### config.mk
export PLATFORM = sky130hd
export DESIGN_NAME = tlb_cache_unit_flat
export DESIGN_NICKNAME = d
export VERILOG_FILES = /design/src/rtl/translator_pkg.sv /design/src/rtl/tlb_if.sv /design/src/rtl/tlb_cache_array.sv /design/src/rtl/tlb_cache_unit.sv /design/src/flat_wrapper.sv
export SDC_FILE = /design/constraint.sdc
export NUM_CORES = 1
export LEC_CHECK = 0
export BUFFER_PORTS_ARGS = -buffer_cell sky130_fd_sc_hd__buf_2
export CORE_MARGIN = 2
export CORE_UTILIZATION = 35
export DETAILED_ROUTE_END_ITERATION = 16
export PLACE_DENSITY = 0.6
export SYNTH_ARGS = -nofsm -noshare
export SYNTH_HDL_FRONTEND = slang
export SYNTH_SLANG_ARGS = --single-unit
### constraint.sdc
create_clock -name clk -period 2.7 [get_ports clk]
set_input_delay 0.135 -clock clk [delete_from_list [all_inputs] [get_ports clk]]
set_output_delay 0.135 -clock clk [all_outputs]
set_load 0.01 [all_outputs]
### src/rtl/translator_pkg.sv
// Shared types for the pmesh translator stage and its TLB cache.
// Page numbers, cache entries and cache FSM states.
package translator_pkg;

  localparam int PN_W = 20;

  typedef logic [PN_W-1:0] pn_t;

  typedef struct packed {
    logic valid;
    pn_t  vpn;
    pn_t  ppn;
  } tlb_entry_t;

  typedef enum logic [2:0] {
    S_IDLE,
    S_LOOKUP,
    S_WALK,
    S_FILL,
    S_RESP
  } tlb_cache_state_t;

endpackage

### src/rtl/tlb_if.sv
// Translation query handshake between the translator stage and its TLB.
// valid/vpn held until a one-cycle ack carrying ppn.
interface tlb_if;
  import translator_pkg::*;

  logic valid;
  pn_t  vpn;
  logic ack;
  pn_t  ppn;

  modport master (
    output valid,
    output vpn,
    input  ack,
    input  ppn
  );

  modport slave (
    input  valid,
    input  vpn,
    output ack,
    output ppn
  );

endinterface

### src/rtl/tlb_cache_array.sv
// Fully-associative entry storage for tlb_cache_unit.
// Parallel VPN match, install port, flush clear, first-invalid finder.
module tlb_cache_array
  import translator_pkg::*;
#(
  parameter int ENTRIES = 8,
  parameter int IDX_W   = $clog2(ENTRIES)
) (
  input  logic             clk,
  input  logic             rst_n,
  input  pn_t              lookup_vpn,
  input  logic             flush,
  input  logic             we,
  input  logic [IDX_W-1:0] widx,
  input  tlb_entry_t       wentry,
  output logic             hit,
  output logic [IDX_W-1:0] hit_idx,
  output pn_t              hit_ppn,
  output logic             multi_hit,
  output logic             any_inv,
  output logic [IDX_W-1:0] inv_idx
);

  tlb_entry_t           mem [ENTRIES];
  logic [ENTRIES-1:0]   match;

  always_ff @(posedge clk or negedge rst_n) begin
    if (!rst_n) begin
      for (int i = 0; i < ENTRIES; i++) begin
        mem[i] <= '0;
      end
    end else if (flush) begin
      for (int i = 0; i < ENTRIES; i++) begin
        mem[i].valid <= 1'b0;
      end
    end else if (we) begin
      mem[widx] <= wentry;
    end
  end

  always_comb begin
    match   = '0;
    hit_idx = '0;
    hit_ppn = '0;
    for (int i = 0; i < ENTRIES; i++) begin
      match[i] = mem[i].valid &&
                 (mem[i].vpn == lookup_vpn);
      if (match[i]) begin
        hit_idx = IDX_W'(i);
        hit_ppn = hit_ppn | mem[i].ppn;
      end
    end
  end

  assign hit       = |match;
  assign multi_hit = !$onehot0(match);

  // Scan downward so the lowest free slot wins.
  always_comb begin
    any_inv = 1'b0;
    inv_idx = '0;
    for (int i = ENTRIES - 1; i >= 0; i--) begin
      if (!mem[i].valid) begin
        any_inv = 1'b1;
        inv_idx = IDX_W'(i);
      end
    end
  end

endmodule

### src/rtl/tlb_cache_unit.sv
// Small fully-associative translation cache behind the translator TLB port.
// Hits answer locally; misses issue a page walk and install on fill.
module tlb_cache_unit
  import translator_pkg::*;
#(
  parameter int ENTRIES = 8,
  parameter int CNT_W   = 32
) (
  input  logic             clk,
  input  logic             rst_n,
  tlb_if.slave             tlb_req,
  output logic             walk_valid,
  output pn_t              walk_vpn,
  input  logic             walk_ready,
  input  logic             fill_valid,
  input  pn_t              fill_ppn,
  input  logic             flush,
  output logic [CNT_W-1:0] hit_cnt,
  output logic [CNT_W-1:0] miss_cnt
);

  localparam int IDX_W = $clog2(ENTRIES);

  tlb_cache_state_t state_q, state_d;
  pn_t              vpn_q, ppn_q;
  logic [IDX_W-1:0] rr_ptr;

  logic             hit, multi_hit, any_inv;
  logic [IDX_W-1:0] hit_idx, inv_idx;
  pn_t              hit_ppn;
  logic             we, rr_inc;
  logic [IDX_W-1:0] widx;
  tlb_entry_t       wentry;

  tlb_cache_array #(
    .ENTRIES (ENTRIES),
    .IDX_W   (IDX_W)
  ) u_array (
    .clk        (clk),
    .rst_n      (rst_n),
    .lookup_vpn (vpn_q),
    .flush      (flush),
    .we         (we),
    .widx       (widx),
    .wentry     (wentry),
    .hit        (hit),
    .hit_idx    (hit_idx),
    .hit_ppn    (hit_ppn),
    .multi_hit  (multi_hit),
    .any_inv    (any_inv),
    .inv_idx    (inv_idx)
  );

  assign wentry = '{valid: 1'b1, vpn: vpn_q, ppn: fill_ppn};

  always_comb begin
    state_d    = state_q;
    we         = 1'b0;
    widx       = rr_ptr;
    rr_inc     = 1'b0;
    unique case (state_q)
      S_IDLE:   if (tlb_req.valid) state_d = S_LOOKUP;
      S_LOOKUP: state_d = hit ? S_RESP : S_WALK;
      S_WALK:   if (walk_ready) state_d = S_FILL;
      S_FILL: begin
        if (fill_valid) begin
          state_d = S_RESP;
          // A flush in the fill cycle drops the install.
          if (!flush) begin
            we = 1'b1;
            if (any_inv) begin
              widx = inv_idx;
            end else begin
              rr_inc = 1'b1;
            end
          end
        end
      end
      S_RESP:   state_d = S_IDLE;
      default:  state_d = S_IDLE;
    endcase
  end

  always_ff @(posedge clk or negedge rst_n) begin
    if (!rst_n) begin
      state_q  <= S_IDLE;
      vpn_q    <= '0;
      ppn_q    <= '0;
      rr_ptr   <= '0;
      hit_cnt  <= '0;
      miss_cnt <= '0;
    end else begin
      state_q <= state_d;
      if (state_q == S_IDLE && tlb_req.valid) begin
        vpn_q <= tlb_req.vpn;
      end
      if (state_q == S_LOOKUP) begin
        if (hit) begin
          ppn_q   <= hit_ppn;
          hit_cnt <= hit_cnt + 1'b1;
        end else begin
          miss_cnt <= miss_cnt + 1'b1;
        end
      end
      if (state_q == S_FILL && fill_valid) begin
        ppn_q <= fill_ppn;
      end
      if (rr_inc) begin
        rr_ptr <= rr_ptr + 1'b1;
      end
    end
  end

  assign tlb_req.ack = (state_q == S_RESP);
  assign tlb_req.ppn = tlb_req.ack ? ppn_q : '0;
  assign walk_valid  = (state_q == S_WALK);
  assign walk_vpn    = walk_valid ? vpn_q : '0;

  a_valid_held: assert property (
    @(posedge clk) disable iff (!rst_n)
    (state_q inside {S_LOOKUP, S_WALK, S_FILL})
      |-> tlb_req.valid);

  a_one_hot: assert property (
    @(posedge clk) disable iff (!rst_n)
    (state_q == S_LOOKUP) |-> !multi_hit);

  a_hit_idx: assert property (
    @(posedge clk) disable iff (!rst_n)
    (state_q == S_LOOKUP && hit)
      |-> (32'(hit_idx) < ENTRIES));

  a_fill_state: assert property (
    @(posedge clk) disable iff (!rst_n)
    fill_valid |-> (state_q == S_FILL));

endmodule
### src/flat_wrapper.sv
// flat-port wrapper written by rule: the top's interface ports become plain ports
module tlb_cache_unit_flat import translator_pkg::*;
#(
  parameter int ENTRIES = 8,
  parameter int CNT_W   = 32
)
  (clk, rst_n, walk_valid, walk_vpn, walk_ready, fill_valid, fill_ppn, flush, hit_cnt, miss_cnt, tlb_req_valid, tlb_req_vpn, tlb_req_ack, tlb_req_ppn);
  tlb_if tlb_req_i ();
  input  logic clk;
  input  logic rst_n;
  output logic walk_valid;
  output pn_t walk_vpn;
  input  logic walk_ready;
  input  logic fill_valid;
  input  pn_t fill_ppn;
  input  logic flush;
  output logic [CNT_W-1:0] hit_cnt;
  output logic [CNT_W-1:0] miss_cnt;
  input wire logic [$bits(tlb_req_i.valid)-1:0] tlb_req_valid;
  input wire logic [$bits(tlb_req_i.vpn)-1:0] tlb_req_vpn;
  output wire logic [$bits(tlb_req_i.ack)-1:0] tlb_req_ack;
  output wire logic [$bits(tlb_req_i.ppn)-1:0] tlb_req_ppn;
  assign tlb_req_i.valid = tlb_req_valid;
  assign tlb_req_i.vpn = tlb_req_vpn;
  assign tlb_req_ack = tlb_req_i.ack;
  assign tlb_req_ppn = tlb_req_i.ppn;
  tlb_cache_unit #(.ENTRIES(ENTRIES), .CNT_W(CNT_W)) u_core (.clk(clk), .rst_n(rst_n), .tlb_req(tlb_req_i), .walk_valid(walk_valid), .walk_vpn(walk_vpn), .walk_ready(walk_ready), .fill_valid(fill_valid), .fill_ppn(fill_ppn), .flush(flush), .hit_cnt(hit_cnt), .miss_cnt(miss_cnt));
endmodule
==> results.tsv <==
stage	metric	value	unit
sta	Final Slew Violations	0	
synth	mapped cell area	0.0208	mm^2
global_route	GRT Resource Usage Total	0.187	
global_route	largest net degree at the start of global routing	74	
global_route	global route overflow	0	
synth	ys async rst share	1.00	
synth	top_reg_cell synth	dfrtp_1	
clock_network	TritonCTS Buffers	48	
floorplan	Die ar.	0.0615	mm^2
critical_path	CP Capture Point	u_core.miss_cnt[29]	
global_route	first-pass GRT wire length	88800	um
critical_path	Crit Path Category	reg -> reg	
finish	final net count	2044	
pwr	VDD IR max	0.414	mV
floorplan	starting density of the core	0.354	
finish	commonest non-fill, non-tap cell in the layout	dfrtp_1	
synth	post-synthesis average cell area	12.7	um^2
critical_path	RR Endpoint	u_core.miss_cnt[29]	
sta	Fin Clk Skew	0.0414	ns
routing	DR WL/cell	20.5	um
sta	final setup TNS	-8.77	ns
finish	area delta synth->final	32.1	%
sta	Slew @ Worst Pin	0.642	ns
routing	Detail Route Antenna Nets	0	
sta	Hold Violations, Final	0	
clock_network	insertion delay to the later sink of the worst-skew pair	0.61	ns
critical_path	Startpoint Class	flip-flop	
placed_design	Final HPWL DP	37500	um
floorplan	row count	89	
finish	final core area utilization	0.467	
pwr	pwr/cell area	808	mW/mm^2
status	outcome	complete, but fails checks	
placed_design	Final Wtd Congestion	0.863	
sta	fin crit share	1.07	
sta	min Tclk post-route	2.90	ns
hold_path	worst hold path class	in -> async	
critical_path	beginning of the critical path	u_core.vpn_q[4]	
floorplan	Core Footprint	0.0589	mm^2
critical_path	worst reg-to-reg setup slack	-0.20	ns
critical_path	CP required	3.20	ns
global_route	vias in the first global route	15100	
routing	via count	14500	
critical_path	crit path max fanout	16	
critical_path	Critical Path AT	3.40	ns
synth	Seq/Total Area, Yosys	0.526	
synth	cell taking the most area after synthesis	dfrtp_1	
floorplan	Die Height	248	um
placed_design	number of I/O port buffers	151	
synth	syn nets	1687	
synth	Yosys warning count	0	
routing	First-pass DRT Iterations	5	
sta	RSZ-0062 raised after global routing	yes	
run	maxcap violations	0	
clock_network	clock tree from TritonCTS	built	
finish	share of layout cells above drive strength 1	0.475	
sta	setup ws final	-0.202	ns
synth	register bit total from synthesis	438	
pwr	Pleak	0.0132	uW
clock_network	Worst-path clk slew	0.06	ns
clock_network	clk root buf	clkbuf_16	
floorplan	Top Ports	152	
sta	Max transition margin	0.572	
critical_path	worst r2r path cells	11	
synth	synthesized instance count	1638	
routing	final WL	57500	um
finish	most frequent cells in the layout	427 x dfrtp_1, 342 x mux2_2, 155 x buf_4, 150 x buf_2, 110 x xor2_1	
routing	drt drc	0	
critical_path	worst r2r src	u_core.vpn_q[4]	
sta	f_max	345	MHz
synth	post-synth top area share	0.526	
synth	Synth area leaders	dfrtp_1 53%, mux2_2 19%, xor2_1 6.1%, xnor2_1 3.2%, and2_1 1.8%	
synth	Post-synth EDFFs	0	
critical_path	critical path endpoint category	flip-flop	
clock_network	Clock Sinks	438	
clock_network	Max Root-Sink Buffers	3	
status	failing checks	setup timing	
sta	Final setup viols	80	
synth	Unique masters post-synth	55	
routing	drt first-iter violations	798	
floorplan	Die W	248	um
routing	Via density	5.18	
clock_network	# H-tree levels	2	
global_route	antenna violations before repair	2	
-- metrics by stage --
step	setup slack [ns]	area, um^2	cells	total power (uW)	hold WS (ns)
4_1_cts	-0.194	27000	2793	22000	0.128
2_1_floorplan	0.00948	20800	1638	11300	-0.161
3_3_place_gp	-0.393	23900	2637	14200	0.181
5_1_grt	-0.269	27500	2803	23300	0.180
3_5_place_dp	-0.389	23900	2637	14300	0.187
6_report	-0.202	27500	2804	22200	0.132
-- registers in the layout (all words and copies together) (netlist names) --
name	count
u_core.vpn_q	20
u_core.ppn_q	20
u_core.miss_cnt	32
u_core.hit_cnt	32
u_core.u_array.mem	328
u_core.rr_ptr	3
u_core.state_q	3
-- cells by family (layout without fill, tap and decap cells) --
| logic type | Yosys count | in the layout | share of synthesized area |
|---|---|---|---|
| other | 0 | 1 | 0 |
| adder cells (fa/ha/maj) | 3 | 3 | 0.00180 |
| XOR/XNOR | 221 | 221 | 0.0937 |
| AND/OR/NAND/NOR | 364 | 364 | 0.109 |
| flip-flops | 438 | 438 | 0.526 |
| AO/OA/AOI/OAI | 132 | 132 | 0.0515 |
| multiplexers | 346 | 346 | 0.187 |
| buffers and inverters | 134 | 526 | 0.0308 |
-- synth_stat cells (all sizes together) (19+ instances only) --
| library cell | instances |
|---|---|
| xor2 | 144 |
| inv | 19 |
| xnor2 | 77 |
| nor4 | 57 |
| nand2 | 38 |
| and2 | 60 |
| nand4 | 42 |
| clkbuf | 56 |
| a221oi | 20 |
| nand3 | 27 |
| dfrtp | 438 |
| a22oi | 40 |
| nor3 | 29 |
| nor2 | 26 |
| buf | 59 |
| a22o | 20 |
| mux2 | 344 |
-- routing by layer --
layer | up-vias | wire length [um] | track usage
met5 | - | 7 | 0
met4 | 2 | 1560 | 0.0609
met3 | 93 | 2430 | 0.0304
met2 | 324 | 27600 | 0.304
met1 | 7548 | 25900 | 0.256
li1 | 6569 | - | -
-- worst max-delay path: stages (launching register included) --
cell,delay (ns)
dfrtp_1,0.41
buf_12,0.16
xor2_4,0.21
nor4_2,0.07
buf_4,0.14
nand4_1,0.22
nor3_2,0.08
or4_4,0.44
or4_4,0.44
buf_12,0.18
nor4_4,0.26
xnor2_1,0.15
-- how the worst min path moves through the flow --
stage | to | depth (start not counted) | slack, ns | from
floorplan | u_core.hit_cnt[0] | 0 | -0.16 | rst_n
global placement | u_core.vpn_q[17] | 1 | 0.18 | rst_n
detailed placement | u_core.vpn_q[16] | 1 | 0.19 | rst_n
CTS | u_core.u_array.mem[115] | 2 | 0.13 | rst_n
global route | u_core.vpn_q[16] | 2 | 0.18 | rst_n
finish | u_core.vpn_q[16] | 2 | 0.13 | rst_n
-- power breakdown --
group / internal [uW] / switching, uW / leakage, uW
clock network: 3830 / 2750 / 0.000777
registers: 7240 / 615 / 0.00596
logic: 3970 / 3810 / 0.00648
-- final cells by class --
class / count / area, um^2
sequential: 438 / 11000
fill: 5210 / 31400
multi-input combinational: 1066 / 10300
tap: 773 / 967
timing repair buffer: 422 / 3620
clock inverter: 15 / 205
antenna: 1 / 2.50
inverter: 19 / 71.3
clock buffer: 70 / 1370
-- what timing repair did --
action,in CTS,in global routing
endpoints found under the setup margin,85,121
resized for setup,134,64
hold buffers,44,0
pin swaps,63,35
setup buffers,25,11
endpoints found under the hold margin,270,0
cloned,5,1
Note: power is estimated with default switching activity, not from simulation.
